<file path="src/rtl/mem_write_buffer_if.sv">
// Bus bundle for the posted-write buffer: the cache-side request/response
// and the memory-side strobe/response. The buffer uses the slave view; the
// surrounding logic (cache plus memory) uses the master view.
interface mem_write_buffer_if #(
  parameter int AWIDTH = 9,
  parameter int DWIDTH = 8
);
  logic [AWIDTH-1:0] addr_c;
  logic [DWIDTH-1:0] wdata_c;
  logic              rd_c;
  logic              wr_c;
  logic [DWIDTH-1:0] rdata_c;
  logic              ready_c;

  logic [AWIDTH-1:0] addr_m;
  logic [DWIDTH-1:0] wdata_m;
  logic              rd_m;
  logic              wr_m;
  logic [DWIDTH-1:0] rdata_m;
  logic              ready_m;

  modport slave (
    input  addr_c, wdata_c, rd_c, wr_c, rdata_m, ready_m,
    output rdata_c, ready_c, addr_m, wdata_m, rd_m, wr_m
  );

  modport master (
    output addr_c, wdata_c, rd_c, wr_c, rdata_m, ready_m,
    input  rdata_c, ready_c, addr_m, wdata_m, rd_m, wr_m
  );
endinterface

</file>
<file path="src/rtl/mem_write_buffer.sv">
// Posted-write buffer between the cache memory-side port and main memory.
// Writes complete to the cache as soon as they are queued and drain to memory
// oldest first. Reads that hit a queued address are forwarded from the buffer
// (youngest match); read misses go to memory ahead of pending writes, but never
// preempt a memory access that has already started.
//
// Optional build macro WB_COALESCE_EN: a write that hits a queued address
// overwrites the youngest matching entry in place instead of appending.
//
// state  | meaning
// IDLE   | arbitrate: read > write > background drain
// ACCEPT | write queued (or merged); pulse ready_c
// DRAIN  | head entry on memory bus with wr_m until ready_m, then pop
// RD_MEM | read miss on memory bus with rd_m until ready_m
// RESP   | read data in rdata_c; pulse ready_c
module mem_write_buffer #(
  parameter int AWIDTH = 9,
  parameter int DWIDTH = 8,
  parameter int DEPTH  = 4
) (
  input  logic                   clock,
  input  logic                   reset,
  mem_write_buffer_if.slave      bus,
  output logic [$clog2(DEPTH):0] count,
  output logic                   full,
  output logic                   empty
);
  localparam int PW = $clog2(DEPTH);
  localparam int CW = PW + 1;

  typedef enum logic [2:0] {IDLE, ACCEPT, DRAIN, RD_MEM, RESP} state_t;

  state_t            state_q, state_d;

  logic [AWIDTH-1:0] addr_q [DEPTH];
  logic [DWIDTH-1:0] data_q [DEPTH];
  logic [DEPTH-1:0]  valid_q;
  logic [PW-1:0]     head_q, tail_q;
  logic [CW-1:0]     count_q, count_d;
  logic              full_q, empty_q;

  logic              ready_c_q, ready_c_d;
  logic              rd_m_q, rd_m_d;
  logic              wr_m_q, wr_m_d;
  logic [AWIDTH-1:0] addr_m_q, addr_m_d;
  logic [DWIDTH-1:0] wdata_m_q, wdata_m_d;
  logic [DWIDTH-1:0] rdata_c_q, rdata_c_d;

  logic              hit;
  logic [PW-1:0]     hit_idx;
  logic [PW-1:0]     scan_idx;
  logic              merge_ok;
  logic              push, pop, merge;

  assign bus.ready_c = ready_c_q;
  assign bus.rd_m    = rd_m_q;
  assign bus.wr_m    = wr_m_q;
  assign bus.addr_m  = addr_m_q;
  assign bus.wdata_m = wdata_m_q;
  assign bus.rdata_c = rdata_c_q;
  assign count       = count_q;
  assign full        = full_q;
  assign empty       = empty_q;

`ifdef WB_COALESCE_EN
  assign merge_ok = hit;
`else
  assign merge_ok = 1'b0;
`endif

  // Address search, oldest to youngest, so the last match kept is the youngest.
  always_comb begin
    hit      = 1'b0;
    hit_idx  = '0;
    scan_idx = '0;
    for (int i = 0; i < DEPTH; i++) begin
      scan_idx = head_q + PW'(i);
      if (valid_q[scan_idx] && (addr_q[scan_idx] == bus.addr_c)) begin
        hit     = 1'b1;
        hit_idx = scan_idx;
      end
    end
  end

  // Next state and next registered outputs.
  always_comb begin
    state_d   = state_q;
    ready_c_d = 1'b0;
    rd_m_d    = rd_m_q;
    wr_m_d    = wr_m_q;
    addr_m_d  = addr_m_q;
    wdata_m_d = wdata_m_q;
    rdata_c_d = rdata_c_q;
    push      = 1'b0;
    pop       = 1'b0;
    merge     = 1'b0;
    case (state_q)
      IDLE: begin
        // While ready_c is still high the cache has not yet dropped the
        // request it just completed, so nothing is sampled this cycle.
        if (!ready_c_q) begin
          if (bus.rd_c) begin
            if (hit) begin
              rdata_c_d = data_q[hit_idx];
              state_d   = RESP;
            end else begin
              rd_m_d   = 1'b1;
              addr_m_d = bus.addr_c;
              state_d  = RD_MEM;
            end
          end else if (bus.wr_c && merge_ok) begin
            merge   = 1'b1;
            state_d = ACCEPT;
          end else if (bus.wr_c && !full_q) begin
            push    = 1'b1;
            state_d = ACCEPT;
          end else if (!empty_q) begin
            // Covers both a write blocked by a full queue and idle draining;
            // a blocked write stays on the bus and is taken after the pop.
            wr_m_d    = 1'b1;
            addr_m_d  = addr_q[head_q];
            wdata_m_d = data_q[head_q];
            state_d   = DRAIN;
          end
        end
      end
      ACCEPT: begin
        ready_c_d = 1'b1;
        state_d   = IDLE;
      end
      DRAIN: begin
        if (bus.ready_m) begin
          wr_m_d  = 1'b0;
          pop     = 1'b1;
          state_d = IDLE;
        end
      end
      RD_MEM: begin
        if (bus.ready_m) begin
          rd_m_d    = 1'b0;
          rdata_c_d = bus.rdata_m;
          state_d   = RESP;
        end
      end
      RESP: begin
        ready_c_d = 1'b1;
        state_d   = IDLE;
      end
      default: state_d = IDLE;
    endcase
  end

  // Occupancy after this cycle's push or pop (never both in one cycle).
  always_comb begin
    count_d = count_q;
    if (push) begin
      count_d = count_q + CW'(1);
    end else if (pop) begin
      count_d = count_q - CW'(1);
    end
  end

  // State, pointers, occupancy flags and all bus outputs.
  always_ff @(posedge clock) begin
    if (reset) begin
      state_q   <= IDLE;
      head_q    <= '0;
      tail_q    <= '0;
      valid_q   <= '0;
      count_q   <= '0;
      full_q    <= 1'b0;
      empty_q   <= 1'b1;
      ready_c_q <= 1'b0;
      rd_m_q    <= 1'b0;
      wr_m_q    <= 1'b0;
      addr_m_q  <= '0;
      wdata_m_q <= '0;
      rdata_c_q <= '0;
    end else begin
      state_q   <= state_d;
      count_q   <= count_d;
      full_q    <= (count_d == CW'(DEPTH));
      empty_q   <= (count_d == '0);
      ready_c_q <= ready_c_d;
      rd_m_q    <= rd_m_d;
      wr_m_q    <= wr_m_d;
      addr_m_q  <= addr_m_d;
      wdata_m_q <= wdata_m_d;
      rdata_c_q <= rdata_c_d;
      if (push) begin
        valid_q[tail_q] <= 1'b1;
        tail_q          <= tail_q + PW'(1);
      end
      if (pop) begin
        valid_q[head_q] <= 1'b0;
        head_q          <= head_q + PW'(1);
      end
    end
  end

  // Entry storage; contents are qualified by valid_q so need no reset.
  always_ff @(posedge clock) begin
    if (push) begin
      addr_q[tail_q] <= bus.addr_c;
      data_q[tail_q] <= bus.wdata_c;
    end else if (merge) begin
      data_q[hit_idx] <= bus.wdata_c;
    end
  end
endmodule
</file>
<file path="src/flat_wrapper.sv">
// flat-port wrapper written by rule: the top's interface ports become plain ports
module mem_write_buffer_flat 
#(
  parameter int AWIDTH = 9,
  parameter int DWIDTH = 8,
  parameter int DEPTH  = 4
)
  (clock, reset, count, full, empty, bus_addr_c, bus_wdata_c, bus_rd_c, bus_wr_c, bus_rdata_m, bus_ready_m, bus_rdata_c, bus_ready_c, bus_addr_m, bus_wdata_m, bus_rd_m, bus_wr_m);
  mem_write_buffer_if #(.AWIDTH(AWIDTH), .DWIDTH(DWIDTH)) bus_i ();
  input  logic clock;
  input  logic reset;
  output logic [$clog2(DEPTH):0] count;
  output logic full;
  output logic empty;
  input wire logic [$bits(bus_i.addr_c)-1:0] bus_addr_c;
  input wire logic [$bits(bus_i.wdata_c)-1:0] bus_wdata_c;
  input wire logic [$bits(bus_i.rd_c)-1:0] bus_rd_c;
  input wire logic [$bits(bus_i.wr_c)-1:0] bus_wr_c;
  input wire logic [$bits(bus_i.rdata_m)-1:0] bus_rdata_m;
  input wire logic [$bits(bus_i.ready_m)-1:0] bus_ready_m;
  output wire logic [$bits(bus_i.rdata_c)-1:0] bus_rdata_c;
  output wire logic [$bits(bus_i.ready_c)-1:0] bus_ready_c;
  output wire logic [$bits(bus_i.addr_m)-1:0] bus_addr_m;
  output wire logic [$bits(bus_i.wdata_m)-1:0] bus_wdata_m;
  output wire logic [$bits(bus_i.rd_m)-1:0] bus_rd_m;
  output wire logic [$bits(bus_i.wr_m)-1:0] bus_wr_m;
  assign bus_i.addr_c = bus_addr_c;
  assign bus_i.wdata_c = bus_wdata_c;
  assign bus_i.rd_c = bus_rd_c;
  assign bus_i.wr_c = bus_wr_c;
  assign bus_i.rdata_m = bus_rdata_m;
  assign bus_i.ready_m = bus_ready_m;
  assign bus_rdata_c = bus_i.rdata_c;
  assign bus_ready_c = bus_i.ready_c;
  assign bus_addr_m = bus_i.addr_m;
  assign bus_wdata_m = bus_i.wdata_m;
  assign bus_rd_m = bus_i.rd_m;
  assign bus_wr_m = bus_i.wr_m;
  mem_write_buffer #(.AWIDTH(AWIDTH), .DWIDTH(DWIDTH), .DEPTH(DEPTH)) u_core (.clock(clock), .reset(reset), .bus(bus_i), .count(count), .full(full), .empty(empty));
endmodule
</file>
<file path="config.mk">
export PLATFORM = sky130hd
export DESIGN_NAME = mem_write_buffer_flat
export DESIGN_NICKNAME = d
export VERILOG_FILES = /design/src/rtl/mem_write_buffer_if.sv /design/src/rtl/mem_write_buffer.sv /design/src/flat_wrapper.sv
export SDC_FILE = /design/constraint.sdc
export NUM_CORES = 1
export LEC_CHECK = 0
export CAP_MARGIN = 20
export CORE_MARGIN = 4
export CORE_UTILIZATION = 60
export CTS_CLUSTER_DIAMETER = 120
export DETAILED_ROUTE_END_ITERATION = 10
export PLACE_DENSITY = 0.9
export SYNTH_ARGS = -nofsm -noshare
export SYNTH_HDL_FRONTEND = slang
export SYNTH_SLANG_ARGS = --single-unit
</file>
<file path="constraint.sdc">
create_clock -name clock -period 8.17 [get_ports clock]
set_input_delay 1.634 -clock clock [delete_from_list [all_inputs] [get_ports clock]]
set_output_delay 1.634 -clock clock [all_outputs]
set_load 0.02 [all_outputs]
</file>
==> flow_metrics.env, run 1 <==
export IMPL_run_status="completed"
export IMPL_clock_sinks=114
export IMPL_worstPathRequired_ps=8590
export IMPL_period_share_pct=56.3
export IMPL_power_mw=1.61
export IMPL_areaGrowthSynthToFinish_pct=18.8
export IMPL_nets=638
export IMPL_globalRouteTotalUtil_pct=27.1
export IMPL_drive_gt1_share_pct=12.4
export IMPL_die_h_microns=111
export IMPL_final_common_cell="edfxtp_1"
export IMPL_skew_ps=7.98
export IMPL_cp_max_fo=9
export IMPL_core_area_sq_um=10300
export IMPL_fillers=660
export IMPL_cts_made_buffers=17
export IMPL_finalHoldViolCount=0
export IMPL_ant_nets=0
export IMPL_worstPathArrival_ps=5020
export IMPL_ys_seq_area_share_pct=46.8
export IMPL_synth_warnings=0
export IMPL_synthSimpleGateAreaFrac_pct=13.5
export IMPL_grt_overflow=0
export IMPL_cts_root_buf="clkbuf_8"
export IMPL_synthesis_nets=591
export IMPL_synth_distinct_cells=64
export IMPL_setup_tns_ps=0
export IMPL_drt_iter0_markers=635
export IMPL_syn_avg_cell_area_sq_um=11.5
export IMPL_ys_ff_latch=114
export IMPL_hold_class="flop to flop"
export IMPL_ir_worst_vdd_uv=154
export IMPL_drc=0
export IMPL_use_met1_pct=36.9
export IMPL_setup_worst_path_start_class="input pin"
export IMPL_place_gp_congestion=0.975
export IMPL_multiInputGateArea_sq_um=3120
export IMPL_start_util_pct=61.4
export IMPL_syn_inst=551
export IMPL_max_freq_mhz=217
export IMPL_cts_tree="yes"
export IMPL_grt_pass1_vias=4753
export IMPL_clk_pin_slew_ps=50
export IMPL_synthAdderAreaFrac_pct=1.97
export IMPL_cts_hold_buf=0
export IMPL_antenna_found_initial=0
export IMPL_synth_top_family_by_area="multiplexers"
export IMPL_final_util_pct=72.9
export IMPL_drtPass1Iterations=5
export IMPL_maxSlewHeadroom_pct=26.4
export IMPL_endpoint_kind="flop"
export IMPL_final_setup_viol_count=0
export IMPL_rsz0062_at_grt="no"
export IMPL_post_cts_buffers=0
export IMPL_die_area_sq_um=12300
export IMPL_port_buffers=62
export IMPL_final_cell_mix="68 x edfxtp_1, 62 x clkdlybuf4s50_1, 47 x nand2_1, 45 x dfxtp_1, 41 x nor2_1"
export IMPL_max_cap_violations=0
export IMPL_grt_busiest_layer="met2"
export IMPL_synthXorXnorAreaFrac_pct=5.67
export IMPL_yosys_most_used_dff="edfxtp_1"
export IMPL_wl_per_cell_microns=22.4
export IMPL_grt_max_degree=62
export IMPL_dpl_hpwl_microns=10900
export IMPL_grt_pass1_wl_microns=26200
export IMPL_synthArstFlopShare_pct=0
export IMPL_regArea_sq_um=2960
export IMPL_synth_mux_area_share_pct=14.4
export IMPL_clk_path_buf_depth=2
export IMPL_cts_resized=0
export IMPL_period_minus_slack_ps=4600
export IMPL_syn_area_sq_um=6340
export IMPL_clk_latency_ps=520
export IMPL_synth_enable_flop_cells=68
export IMPL_num_rows=37
export IMPL_antennaDiodeCount=0
export IMPL_power_density_nw_per_um2=214
export IMPL_p_leak_nw=2.44
export IMPL_htreeDepth=4
export IMPL_totalWireLength_microns=16700
export IMPL_slew_viol_final=0
export IMPL_tightest_slew_ps=1100
export IMPL_worstSetupPathType="input pin to flop"
export IMPL_fin_hold_ws_ps=454
export IMPL_die_w_microns=111
export IMPL_io_pins=63
export IMPL_vias=4988
export IMPL_met2_usage_pct=43.2
export IMPL_synth_compound_area_share_pct=13.7
export IMPL_use_met3_pct=7.21
export IMPL_viasPerCell=6.68
==> synthesized netlist by cell type, drive strengths merged (17+ instances only) <==
cell type	n	area share [%]
mux2i	23	3.8
edfxtp	68	32
mux4	28	10
o21ai	18	1.4
nor2	41	2.4
a311oi	17	2.3
clkbuf	20	1.2
a21oi	26	2.4
buf	20	2.3
xnor2	33	4.6
dfxtp	46	15
nand2	48	3.0
==> layer usage <==
metal  vias to the layer above  wire (microns)
li1                       2194               -
met1                      2414            6710
met2                       329            7870
met3                        51            1760
met4                         0             360
met5                         -               0
==> critical path, stage by stage <==
cell and delay (ps):
clkdlybuf4s50_1 700, xor2_1 350, nor4b_2 370, mux2i_1 230, or4_1 700, nand2_4 250, o221ai_1 170, a211o_1 370
a311oi_1 240
==> power by group <==
| group | switching (mW) | internal [mW] | total, mW |
|---|---|---|---|
| Clock | 0.254 | 0.461 | 0.715 |
| Sequential | 0.0209 | 0.637 | 0.658 |
| Combinational | 0.134 | 0.107 | 0.241 |
==> final timing paths <==
| check | from | endpoint | slack, ps | cells past startpoint |
|---|---|---|---|---|
| setup / recovery | bus_addr_c[3] | u_core.bus.rdata_c[0] | 3570 | 9 |
| hold / removal | u_core.bus.wdata_m[0] | u_core.bus.wdata_m[0] | 450 | 2 |
| setup reg to reg | u_core.head_q[0] | u_core.bus.rdata_c[0] | 3780 | 11 |
| hold reg to reg | u_core.bus.wdata_m[0] | u_core.bus.wdata_m[0] | 450 | 2 |
==> logic make-up after synthesis <==
| group | count (synthesis) |
|---|---|
| XOR/XNOR | 41 |
| adder cells (fa/ha/maj) | 10 |
| buffers and inverters | 50 |
| AO/OA/AOI/OAI | 119 |
| multiplexers | 54 |
| AND/OR/NAND/NOR | 163 |
| flip-flops | 114 |
==> cell type report <==
type / count / area share, %
Multi-Input combinational cell: 387 / 41.4
Sequential cell: 114 / 39.4
Timing Repair Buffer: 68 / 8.91
Clock buffer: 21 / 5.70
Tap cell: 136 / 2.26
Clock inverter: 11 / 1.83
Inverter: 10 / 0.499
==> flip-flops by register name (all words and copies together), names as in the netlist, 2 cells and up, named ones only <==
name                count
u_core.data_q          32
u_core.count            3
u_core.head_q           2
u_core.bus.rdata_c      8
u_core.tail_q           2
u_core.bus.wdata_m      8
u_core.addr_q          36
u_core.valid_q          4
u_core.bus.addr_m       9
u_core.state_q          3
==> stage by stage <==
stage                     area (sq um)  worst slack [ps]  cells
after global placement            6930              3320    712
after CTS                         7500              3650    744
after floorplan                   6340              4230    551
final                             7530              3570    747
after detailed placement          6930              3120    712
after global routing              7530              3540    747
Note: power is estimated with default switching activity, not from simulation.
==> run 2: changes to the inputs <==
--- a/config.mk
+++ b/config.mk
@@ -7,10 +7,10 @@
 export LEC_CHECK = 0
 export CAP_MARGIN = 20
 export CORE_MARGIN = 4
-export CORE_UTILIZATION = 60
+export CORE_UTILIZATION = 52
 export CTS_CLUSTER_DIAMETER = 120
 export DETAILED_ROUTE_END_ITERATION = 10
-export PLACE_DENSITY = 0.9
+export PLACE_DENSITY = 0.84
 export SYNTH_ARGS = -nofsm -noshare
 export SYNTH_HDL_FRONTEND = slang
 export SYNTH_SLANG_ARGS = --single-unit
==> constraint.sdc (replaced) <==
create_clock -name clock -period 4.2 [get_ports clock]
set_input_delay 0.84 -clock clock [delete_from_list [all_inputs] [get_ports clock]]
set_output_delay 0.84 -clock clock [all_outputs]
set_load 0.02 [all_outputs]
==> flow_metrics.env, run 2 (same netlist as run 1, synthesis figures left out) <==
export IMPL_cts_tree="yes"
export IMPL_start_util_pct=53.0
export IMPL_maxSlewHeadroom_pct=29.2
export IMPL_p_int_mw=2.34
export IMPL_p_leak_nw=2.53
export IMPL_fin_hold_ws_ps=451
export IMPL_grt_overflow=0
export IMPL_vias=4913
export IMPL_power_share_combinational_pct=15.0
export IMPL_post_cts_buffers=0
export IMPL_final_common_cell="edfxtp_1"
export IMPL_placed_cells=740
export IMPL_cts_resized=0
export IMPL_antennaDiodeCount=0
export IMPL_max_cap_violations=0
export IMPL_hold_class="flop to flop"
export IMPL_cts_made_buffers=17
export IMPL_worstSetupPathType="flop to flop"
export IMPL_top_register="u_core.addr_q"
export IMPL_period_minus_slack_ps=3690
export IMPL_die_area_sq_um=14000
export IMPL_clk_latency_ps=410
export IMPL_grt_pass1_wl_microns=26100
export IMPL_grt_pass1_vias=4766
export IMPL_drc=0
export IMPL_endpoint_kind="flop"
export IMPL_ir_worst_vdd_uv=253
export IMPL_post_dp_cell_area_sq_um=7090
export IMPL_final_setup_viol_count=0
export IMPL_viasPerCell=6.36
export IMPL_die_h_microns=118
export IMPL_rsz0062_at_grt="no"
export IMPL_cp_max_fo=61
export IMPL_swShare_pct=25.2
export IMPL_period_share_pct=87.8
export IMPL_worstPathArrival_ps=4000
export IMPL_ant_nets=0
export IMPL_num_rows=40
export IMPL_worstPathRequired_ps=4510
export IMPL_pwr_share_seq_pct=40.9
export IMPL_largest_register_ffs=36
export IMPL_die_w_microns=118
export IMPL_htreeDepth=4
export IMPL_dpl_hpwl_microns=11200
export IMPL_wl_per_cell_microns=21.2
export IMPL_skew_ps=5.61
export IMPL_grt_max_degree=62
export IMPL_final_cell_mix="68 x edfxtp_1, 62 x clkdlybuf4s50_1, 47 x nand2_1, 45 x dfxtp_1, 41 x nor2_1"
export IMPL_pwr_share_clk_pct=44.1
export IMPL_setup_worst_path_start_class="flop"
export IMPL_nets=652
export IMPL_tightest_slew_ps=1050
export IMPL_instances_no_fill=772
export IMPL_clock_sinks=114
export IMPL_drt_iter0_markers=628
export IMPL_p_sw_mw=0.790
export IMPL_clk_pin_slew_ps=50
export IMPL_design_area_sq_um=7660
export IMPL_port_buffers=62
export IMPL_drive_gt1_share_pct=14.7
export IMPL_io_pins=63
export IMPL_place_gp_congestion=0.939
export IMPL_drtPass1Iterations=5
export IMPL_max_freq_mhz=271
export IMPL_cts_root_buf="clkbuf_16"
export IMPL_finalHoldViolCount=0
export IMPL_core_area_sq_um=12000
export IMPL_clk_path_buf_depth=2
export IMPL_globalRouteTotalUtil_pct=23.6
export IMPL_cts_hold_buf=0
export IMPL_totalWireLength_microns=16400
export IMPL_final_util_pct=64.1
export IMPL_setup_tns_ps=0
export IMPL_slew_viol_final=0
export IMPL_antenna_found_initial=0
export IMPL_run_status="completed"
export IMPL_power_density_nw_per_um2=408
export IMPL_areaGrowthSynthToFinish_pct=20.9
## run 2: power groups by stage
stage	Combinational, mW	Clock, mW	Sequential (mW)
floorplan	0.283	0	1.32
global placement	0.454	0	1.30
detailed placement	0.465	0	1.30
CTS	0.469	1.39	1.28
global route	0.506	1.45	1.29
finish	0.471	1.38	1.28
## run 2: worst paths after layout
check	cells past startpoint	to	from	slack (ps)
worst max-delay path	11	u_core.bus.addr_m[2]	u_core.head_q[0]	510
worst min-delay path	2	u_core.bus.wdata_m[1]	u_core.bus.wdata_m[1]	450
worst max register to register	11	u_core.bus.addr_m[2]	u_core.head_q[0]	510
worst min register to register	2	u_core.bus.wdata_m[1]	u_core.bus.wdata_m[1]	450
## run 2: worst max-delay path: stages, from the launching register on
cell      delay, ps
dfxtp_2         360
buf_12          330
mux4_1          630
xnor2_1         150
nand4_1         170
nor4_1           90
buf_4           150
or2_1           250
nor4_1          440
o21a_1          590
nor2_1          100
a311oi_1        280
## run 2: final cells by class
type,count,area (sq um)
fill,859,4300
multi-input combinational,387,3120
sequential,114,2960
timing repair buffer,82,783
clock buffer,24,537
tap,147,184
clock inverter,8,42.5
inverter,10,37.5
## run 2: metal layers
metal	vias to the layer above	share of wire, %	wire [microns]	global-route usage [%]
met2	254	48	7810	36.6
met1	2406	42	6910	33.0
met5	-	0	0	0
li1	2227	-	-	-
met4	0	1.5	244	7.68
met3	26	8.7	1430	5.69
## run 2: through the flow
stage,power [mW],setup slack (ps)
after floorplan,1.60,415
after global placement,1.75,316
after detailed placement,1.77,242
after CTS,3.14,595
after global routing,3.24,340
final,3.13,511
